[src/rtl/seg_pkg.sv]
// seg_pkg: shared definitions for the multiplexed 7-segment display driver.
//   - SEG_HEX   : 16-entry active-high segment patterns (bit order gfedcba)
//   - SEG_BLANK : active-high "all segments off" pattern
//   - SEG_A..G  : bit index of each segment inside a pattern
//   - seg_polarity(pattern, active_low): converts an active-high pattern to pin level
package seg_pkg;

  localparam int SEG_A = 0;
  localparam int SEG_B = 1;
  localparam int SEG_C = 2;
  localparam int SEG_D = 3;
  localparam int SEG_E = 4;
  localparam int SEG_F = 5;
  localparam int SEG_G = 6;

  localparam logic [6:0] SEG_BLANK = 7'h00;

  localparam logic [6:0] SEG_HEX [16] = '{
    7'h3F, 7'h06, 7'h5B, 7'h4F, 7'h66, 7'h6D, 7'h7D, 7'h07,
    7'h7F, 7'h6F, 7'h77, 7'h7C, 7'h39, 7'h5E, 7'h79, 7'h71
  };

  function automatic logic [6:0] seg_polarity(input logic [6:0] pattern,
                                              input logic       active_low);
    return active_low ? ~pattern : pattern;
  endfunction

endpackage

[src/rtl/seg_scan_driver_hex7_decode.sv]
// hex7_decode: combinational hex nibble to active-high 7-segment pattern.
// Ports:
//   nibble  in  4  hex digit 0..F
//   pattern out 7  active-high segments, bit0=a .. bit6=g
module hex7_decode
  import seg_pkg::*;
(
  input  logic [3:0] nibble,
  output logic [6:0] pattern
);

  assign pattern = SEG_HEX[nibble];

endmodule

[src/rtl/seg_scan_driver.sv]
// seg_scan_driver: time-multiplexed driver for a bank of hex 7-segment digits.
// A prescaler lights each digit for SCAN_DIV clocks; the value is double
// buffered so the display only changes at a frame boundary. Supports per-digit
// decimal points and optional leading-zero blanking.
// Ports:
//   clk, rst     clock and synchronous active-high reset
//   value        4*NUM_DIGITS hex nibbles, nibble k = digit k (digit 0 = LSD)
//   dp_in        decimal-point request per digit
//   load         one-cycle strobe capturing value/dp_in
//   blank_lz     level enable for leading-zero blanking
//   seg, dp, an  registered segment / decimal point / digit-enable pins
//   frame_done   one-cycle pulse after the last digit's slot ends
// Optional feature: define SEG_SCAN_BLINK_EN to add parameter BLINK_FRAMES and
// input blink_mask; masked digits go dark during alternate blink periods.
module seg_scan_driver
  import seg_pkg::*;
#(
  parameter int NUM_DIGITS = 4,
  parameter int SCAN_DIV   = 50000,
  parameter int ACTIVE_LOW = 1
`ifdef SEG_SCAN_BLINK_EN
  ,
  parameter int BLINK_FRAMES = 64
`endif
) (
  input  logic                    clk,
  input  logic                    rst,
  input  logic [4*NUM_DIGITS-1:0] value,
  input  logic [NUM_DIGITS-1:0]   dp_in,
  input  logic                    load,
  input  logic                    blank_lz,
`ifdef SEG_SCAN_BLINK_EN
  input  logic [NUM_DIGITS-1:0]   blink_mask,
`endif
  output logic [6:0]              seg,
  output logic                    dp,
  output logic [NUM_DIGITS-1:0]   an,
  output logic                    frame_done
);

  localparam int PRE_W = $clog2(SCAN_DIV);
  localparam int DIG_W = (NUM_DIGITS > 1) ? $clog2(NUM_DIGITS) : 1;
  localparam logic POL = (ACTIVE_LOW != 0);
  localparam logic [PRE_W-1:0] PRE_LAST = PRE_W'(SCAN_DIV - 1);
  localparam logic [DIG_W-1:0] DIG_LAST = DIG_W'(NUM_DIGITS - 1);

  logic [PRE_W-1:0]        pre_cnt;
  logic [DIG_W-1:0]        dig;
  logic [4*NUM_DIGITS-1:0] act_val, pend_val;
  logic [NUM_DIGITS-1:0]   act_dp, pend_dp;
  logic                    pend_flag;
  logic                    tick, wrap;

  logic [NUM_DIGITS-1:0]   lz_mask, an_next, blink_vec;
  logic [3:0]              cur_nib;
  logic                    cur_dp, cur_lz, cur_blink, zero_above, blank_now;
  logic [6:0]              raw_pat;

  assign tick = (pre_cnt == PRE_LAST);
  assign wrap = tick && (dig == DIG_LAST);

  // Prescaler and digit index; a tick on the last digit is the frame boundary.
  always_ff @(posedge clk) begin
    if (rst) begin
      pre_cnt <= '0;
      dig     <= '0;
    end else begin
      pre_cnt <= tick ? '0 : pre_cnt + PRE_W'(1);
      if (tick)
        dig <= (dig == DIG_LAST) ? '0 : dig + DIG_W'(1);
    end
  end

  // Double buffer. A load landing on the boundary tick bypasses the pending
  // buffer so it is shown in the very next frame instead of one frame later.
  always_ff @(posedge clk) begin
    if (rst) begin
      act_val   <= '0;
      act_dp    <= '0;
      pend_val  <= '0;
      pend_dp   <= '0;
      pend_flag <= 1'b0;
    end else if (load && wrap) begin
      act_val   <= value;
      act_dp    <= dp_in;
      pend_flag <= 1'b0;
    end else begin
      if (wrap && pend_flag) begin
        act_val   <= pend_val;
        act_dp    <= pend_dp;
        pend_flag <= 1'b0;
      end
      if (load) begin
        pend_val  <= value;
        pend_dp   <= dp_in;
        pend_flag <= 1'b1;
      end
    end
  end

`ifdef SEG_SCAN_BLINK_EN
  localparam int BF_W = (BLINK_FRAMES > 1) ? $clog2(BLINK_FRAMES) : 1;
  logic [BF_W-1:0] frame_cnt;
  logic            blink_phase;

  always_ff @(posedge clk) begin
    if (rst) begin
      frame_cnt   <= '0;
      blink_phase <= 1'b0;
    end else if (wrap) begin
      if (frame_cnt == BF_W'(BLINK_FRAMES - 1)) begin
        frame_cnt   <= '0;
        blink_phase <= ~blink_phase;
      end else begin
        frame_cnt <= frame_cnt + BF_W'(1);
      end
    end
  end

  assign blink_vec = blink_phase ? blink_mask : '0;
`else
  assign blink_vec = '0;
`endif

  // Leading-zero mask is built from the top digit down: a digit is a leading
  // zero only while every digit above it is also a zero with no decimal point.
  always_comb begin
    cur_nib    = 4'h0;
    cur_dp     = 1'b0;
    cur_lz     = 1'b0;
    cur_blink  = 1'b0;
    an_next    = '0;
    lz_mask    = '0;
    zero_above = 1'b1;
    for (int k = NUM_DIGITS - 1; k >= 0; k--) begin
      zero_above = zero_above && (act_val[4*k +: 4] == 4'h0) && !act_dp[k];
      lz_mask[k] = zero_above && (k != 0);
    end
    for (int k = 0; k < NUM_DIGITS; k++) begin
      if (dig == DIG_W'(k)) begin
        cur_nib    = act_val[4*k +: 4];
        cur_dp     = act_dp[k];
        cur_lz     = lz_mask[k];
        cur_blink  = blink_vec[k];
        an_next[k] = 1'b1;
      end
    end
  end

  hex7_decode u_decode (
    .nibble  (cur_nib),
    .pattern (raw_pat)
  );

  assign blank_now = (blank_lz && cur_lz) || cur_blink;

  // Output register; a blanked digit keeps its anode enabled.
  always_ff @(posedge clk) begin
    if (rst) begin
      seg        <= seg_polarity(SEG_BLANK, POL);
      dp         <= POL;
      an         <= {NUM_DIGITS{POL}};
      frame_done <= 1'b0;
    end else begin
      seg        <= seg_polarity(blank_now ? SEG_BLANK : raw_pat, POL);
      dp         <= POL ^ (cur_dp && !blank_now);
      an         <= an_next ^ {NUM_DIGITS{POL}};
      frame_done <= wrap;
    end
  end

endmodule

[config.mk]
export PLATFORM = sky130hd
export DESIGN_NAME = seg_scan_driver
export DESIGN_NICKNAME = d
export VERILOG_FILES = /design/src/rtl/seg_pkg.sv /design/src/rtl/seg_scan_driver_hex7_decode.sv /design/src/rtl/seg_scan_driver.sv
export SDC_FILE = /design/constraint.sdc
export NUM_CORES = 1
export LEC_CHECK = 0
export BUFFER_PORTS_ARGS = -buffer_cell sky130_fd_sc_hd__clkbuf_2
export CORE_MARGIN = 4
export CORE_UTILIZATION = 40
export DETAILED_ROUTE_END_ITERATION = 8
export GPL_TIMING_DRIVEN = 1
export PLACE_DENSITY = 0.7
export SKIP_CTS_REPAIR_TIMING = 1
export SKIP_LAST_GASP = 1
export SLEW_MARGIN = 20
export SYNTH_ARGS = -nofsm -noshare
export SYNTH_HDL_FRONTEND = slang
export SYNTH_SLANG_ARGS = --single-unit
[constraint.sdc]
create_clock -name clk -period 3.05 [get_ports clk]
set_input_delay 0.1525 -clock clk [delete_from_list [all_inputs] [get_ports clk]]
set_output_delay 0.1525 -clock clk [all_outputs]
set_load 0.02 [all_outputs]
==> results of run 1 <==
-- flip-flops by register name (all words and copies together) (netlist names) --
name and count:
act_dp 4, act_val 16, an 4, dig 2, dp 1, frame_done 1, pend_dp 4, pend_flag 1
pend_val 16, pre_cnt 16, seg 7
-- Yosys cell counts, drive strengths merged, types with 3 or more instances --
master	count	share of area [%]
a21oi	27	4.2
buf	3	0.46
o21ai	12	1.9
a22o	12	3.2
xnor2	7	1.9
nand2b	8	1.5
a22oi	20	4.6
nor4	4	0.97
mux2i	3	0.93
clkbuf	21	2.4
nand2	71	8.2
nand4	4	0.77
nand3	6	0.93
nor3	4	0.62
dfxtp	72	45
o221ai	4	1.1
inv	11	1.3
ha	11	4.3
xor2	7	1.9
nand3b	3	0.70
a211oi	4	0.93
nor2	45	5.2
nor2b	7	1.4
-- power breakdown --
part / switching [mW] / internal, mW
Combinational: 0.0709 / 0.0453
Clock: 0.336 / 0.566
Sequential: 0.0140 / 0.965
-- layer usage --
layer | vias up | global-route usage, %
met1 | 1238 | 21.4
met4 | 0 | 5.01
met3 | 9 | 5.86
met5 | - | 0
li1 | 1413 | -
met2 | 63 | 22.5
-- worst min-delay path, cell delays in order --
cell	delay (ns)
clkbuf_2	0.09
nand2_1	0.05
a21oi_1	0.05
-- layout make-up --
type	instances	area [sq um]
Fill cell	771	4050
Multi-Input combinational cell	282	1670
Sequential cell	72	1440
Timing Repair Buffer	44	240
Clock buffer	11	141
Tap cell	102	128
Clock inverter	5	104
Inverter	11	41.3
-- cell families after synthesis --
| kind of cell | after synthesis | share of synthesized area (%) |
|---|---|---|
| flip-flops | 72 | 44.6 |
| adder cells (fa/ha/maj) | 11 | 4.26 |
| multiplexers | 3 | 0.928 |
| AND/OR/NAND/NOR | 164 | 23.5 |
| AO/OA/AOI/OAI | 90 | 18.8 |
| buffers and inverters | 35 | 4.18 |
| XOR/XNOR | 14 | 3.79 |
-- path summary, 6_finish.rpt --
check | from | endpoint | slack (ns) | cells past startpoint
worst max-delay path | dig[0] | act_dp[3] | 0.51 | 8
worst min-delay path | value[2] | pend_val[2] | 0.03 | 3
worst max register to register | dig[0] | act_dp[3] | 0.51 | 8
worst min register to register | pend_dp[0] | pend_dp[0] | 0.45 | 2
==> qor.csv, run 1 <==
stage,metric,value,unit
routing,viasPerCell,5.17,
floorplanning,num_rows,32,
job,cap_violations,0,
worst_setup_path,critPathMaxFanout,24,
sta,setup_viol,0,
routing,num_vias,2723,
worst_setup_path,endpoint_kind,flop,
synth,yosys_warnings,0,
layout,syn_to_final_growth,16.3,%
sta,skew,0.0111,ns
sta,hold_viol,0,
layout,fin_util,48.2,%
worst_setup_path,cp_top_family,simple AND/OR/NAND/NOR gates,
power_and_ir_drop,power,2.00,mW
layout,layout-drive-gt1-share,14.8,%
clock_tree,htreeDepth,3,
sta,totalNegativeSetupSlack,0,ns
synth,ys.flop_type,dfxtp_1,
global_routing,grt_pass1_vias,2572,
layout,fin_area,3760,sq um
placed_design,portBuffers,36,
placed_design,placedCellCount,511,
floorplanning,pin_count,37,
floorplanning,start_util,41.4,%
synth,syn_nets,424,
sta,maxSlewViolCount,0,
synth,syn-cell-area,3230,sq um
floorplanning,die_w,97.9,microns
synth,yosys.cell_types.count,43,
routing,drt-met1-wl,3440,microns
clock_tree,path_clk_slew,0.08,ns
layout,nNetsFinal,455,
synth,syn_avg_cell_area,8.31,sq um
sta,fin_crit_sh,83.2,%
power_and_ir_drop,leakage,1.48,nW
global_routing,overflow,0,
worst_setup_path,cp_slowest_stage_delay,0.53,ns
sta,layout_setup_ws,0.514,ns
routing,wl,6970,microns
synth,synth_edf_count,0,
sta,fmax,394,MHz
routing,firstDrtPassIters,5,
floorplanning,coreArea,7810,sq um
global_routing,grtUsageTotal,15.5,%
floorplanning,die_h,97.9,microns
placed_design,placed_cell_area,3520,sq um
power_and_ir_drop,power_density,531,nW/um^2
worst_setup_path,crit_type,reg -> reg,
worst_setup_path,critical_path.most_common_cell,buf_4,
routing,wl_per_cell,13.2,microns
routing,route.detailed.drc,0,
routing,ant_nets,0,
routing,routed.top_layer,met4,
power_and_ir_drop,ir_drop,0.000354,V
worst_setup_path,slowest_stage,or4bb_1,
global_routing,grt_max_degree,51,
global_routing,antenna_found_initial,0,
clock_tree,clock_latency,0.34,ns
sta,tightest_slew,0.849,ns
routing,wl_met2,3050,microns
routing,drtIter0Drc,166,
synth,netlist_instances,389,
layout,final_common_cell,dfxtp_1,
sta,slew_headroom,42.9,%
clock_tree,ctsRootBufferMaster,clkbuf_8,
placed_design,dp_hpwl,4930,microns
worst_setup_path,crit_chain,"ha_1, or4bb_1, nor4_4, buf_4, o21ai_1, buf_4, a22oi_1, nor2_1",
sta,grt_setup_unrepaired,false,
worst_setup_path,critPathArrivalTime,2.74,ns
synth,ys_seq_area_share,44.6,%
synth,synth-seq-cells,72,
clock_tree,cts_tree,built,
synth,synthArstFlopShare,0,%
global_routing,grt_pass1_wl,12300,microns
placed_design,gp_congestion,0.874,
sta,post-route-min-period,2.54,ns
layout,stdcell_count,527,
clock_tree,numCtsBuffers,9,
worst_setup_path,worstSetupStartpointType,flop,
status,status,completed,
layout,layout_common_cells,"dfxtp_1 (72), nand2_1 (71), nor2_1 (45)",
worst_setup_path,critPathRequiredTime,3.26,ns
clock_tree,cts_sinks,72,
floorplanning,die-area,9590,sq um
clock_tree,clk_path_buf_depth,2,
layout,diodes,0,
sta,worst_hold_slack,0.0304,ns
routing,wl_met3,368,microns
placed_design,place_ws,0.558,ns
min_path,hp-class,in -> reg,
worst_setup_path,crit_buf_inv,2,
Power figures use the tool's default switching activity.
==> inputs of run 2 (changes only) <==
PLACE_DENSITY = 0.72   (was 0.7)
clock period = 2.3 ns   (was 3.05 ns; I/O delays follow)
==> run 2 against run 1 <==
Net effect:
- combinational power grew 39%
- power up 30%
- design area increased by 3.2%
- flip-flop and latch count stayed put
- utilization grew 1.6 points
- the run now ends with hold timing left
- clock skew increased by 0.0018 ns
- count of clock-buffer cells in the layout unchanged
==> qor.csv, run 2 (synthesis results as in run 1) <==
stage,metric,value,unit,change
floorplanning,start_util,41.4,%,unchanged
floorplanning,die_w,97.9,microns,unchanged
layout,largest_registers,"act_val (16), pend_val (16), pre_cnt (16)",,
global_routing,grtUsageTotal,15.2,%,-0.29 points
sta,skew,0.0129,ns,+0.00181 ns
layout,fin_util,49.7,%,+1.6 points
floorplanning,die_h,97.9,microns,unchanged
layout,stdcell_count,541,,+2.7%
clock_tree,clock_latency,0.35,ns,about the same
routing,route.detailed.drc,0,,unchanged
layout,layout-drive-gt1-share,18.9,%,+4.1 points
sta,totalNegativeSetupSlack,0,ns,unchanged
worst_setup_path,crit_type,reg -> reg,,
routing,drtIter0Drc,163,,-1.8%
placed_design,gp_congestion,0.859,,-1.7%
placed_design,portBuffers,36,,unchanged
floorplanning,pin_count,37,,unchanged
clock_tree,ctsRootBufferMaster,clkbuf_8,,
status,violations,hold timing,,
clock_tree,htreeDepth,3,,unchanged
global_routing,overflow,0,,unchanged
clock_tree,clk_path_buf_depth,2,,unchanged
clock_tree,path_clk_slew,0.08,ns,about the same
worst_setup_path,cp_top_family,compound AO/OA/AOI/OAI gates,,
worst_setup_path,critPathArrivalTime,2.45,ns,-0.29 ns
worst_setup_path,endpoint_kind,flop,,
layout,layout_common_cells,"nand2_1 (71), dfxtp_1 (70), nor2_1 (45)",,
sta,fin_crit_sh,95.7,%,+13 points
power_and_ir_drop,power,2.59,mW,+30%
sta,maxSlewViolCount,0,,unchanged
worst_setup_path,crit_chain,"inv_1, ha_1, nor2b_2, a221o_1, a22o_2, inv_1, ha_1, nor2_1, a211o_1, a21bo_2",,
routing,wl_per_cell,12.7,microns,-3.8%
routing,viasPerCell,5.12,,-0.83%
sta,tightest_slew,0.586,ns,-0.262 ns
placed_design,dp_hpwl,4960,microns,+0.58%
clock_tree,cts_tree,built,,
global_routing,grt_pass1_vias,2650,,+3.0%
worst_setup_path,critPathMaxFanout,6,,-75%
status,status,"complete, but fails checks",,
min_path,hp-class,in -> reg,,
sta,post-route-min-period,2.20,ns,-0.335 ns
clock_tree,numCtsBuffers,9,,unchanged
floorplanning,die-area,9590,sq um,unchanged
routing,firstDrtPassIters,4,,-1
layout,syn_to_final_growth,20.1,%,
worst_setup_path,cp_slowest_stage_delay,0.36,ns,-0.17 ns
routing,wl,6880,microns,-1.3%
job,cap_violations,0,,unchanged
layout,nNetsFinal,469,,+3.1%
power_and_ir_drop,ir_drop,0.000375,V,+6.0%
sta,setup_viol,0,,unchanged
placed_design,placedCellCount,524,,+2.5%
floorplanning,coreArea,7810,sq um,unchanged
layout,final_common_cell,nand2_1,,
sta,worst_hold_slack,-0.0156,ns,-0.0460 ns
worst_setup_path,worstSetupStartpointType,flop,,
global_routing,grt_max_degree,35,,-31%
routing,num_vias,2772,,+1.8%
sta,hold_viol,10,,+10
routing,ant_nets,0,,unchanged
worst_setup_path,crit_buf_inv,2,,unchanged
power_and_ir_drop,power_density,668,nW/um^2,+26%
layout,multi_input_area,1680,sq um,+0.68%
sta,slew_headroom,60.9,%,+18 points
clock_tree,cts_sinks,72,,unchanged
floorplanning,num_rows,32,,unchanged
sta,fmax,454,MHz,+15%
layout,diodes,0,,unchanged
worst_setup_path,slowest_stage,dfxtp_4,,
global_routing,grt_pass1_wl,12100,microns,-1.6%
layout,n_fill_cell,739,,-4.2%
sta,grt_setup_unrepaired,true,,
power_and_ir_drop,leakage,1.55,nW,+5.0%
worst_setup_path,critPathRequiredTime,2.55,ns,-0.71 ns
global_routing,antenna_found_initial,0,,unchanged
layout,regArea,1450,sq um,+0.35%
[run 2: cell count changes in the layout (fill, tap and decap cells not counted), sizes merged]
cell | previous run | this run
buf | 8 | 21
bufinv | 3 | 2
clkinv | 2 | 3
dlygate4sd3 | 0 | 1
[run 2: worst paths after layout]
check,cells after the start,end,startpoint,slack (ns)
max,10,seg[3],dig[0],0.1
min,3,pend_val[4],value[4],-0.02
max reg2reg,10,seg[3],dig[0],0.1
min reg2reg,2,pend_val[6],pend_val[6],0.46
[run 2: area by class of cell]
type                    count  share of cell area (%)
clock buffers              11                    3.90
clock inverters             5                    2.03
inverters                  11                    1.06
multi-input cells         282                    43.2
flip-flops and latches     72                    37.2
well taps                 102                    3.29
repair buffers             58                    9.28
[run 2: power by group]
group	switching [mW]	total, mW	internal [mW]	leakage (nW)
sequential	0.0186	1.30	1.28	0.589
clock	0.468	1.14	0.668	0.119
combinational	0.0929	0.161	0.0679	0.842
[run 2: metrics by stage]
stage / area (sq um) / worst slack (ns)
finish: 3880 / 0.0988
global route: 3880 / -0.0108
CTS: 3870 / 0.0252
detailed placement: 3640 / 0.0529
global placement: 3640 / 0.188
floorplan: 3260 / 0.0120
[run 2: tightest hold or removal path, delay by kind of cell]
| family | cells | cell delay, ns |
|---|---|---|
| compound gates | 1 | 0.05 |
| simple gates | 1 | 0.05 |
| buf+inv | 1 | 0.09 |
[run 2: routing by layer]
layer | part of all wire [%] | wire length [microns] | GRT usage (%) | vias up
met5 | 0 | 0 | 0 | -
met3 | 4.2 | 287 | 3.29 | 10
met4 | 2.3 | 161 | 8.52 | 0
met1 | 50 | 3420 | 20.7 | 1274
li1 | - | - | - | 1439
met2 | 44 | 3020 | 22.5 | 49
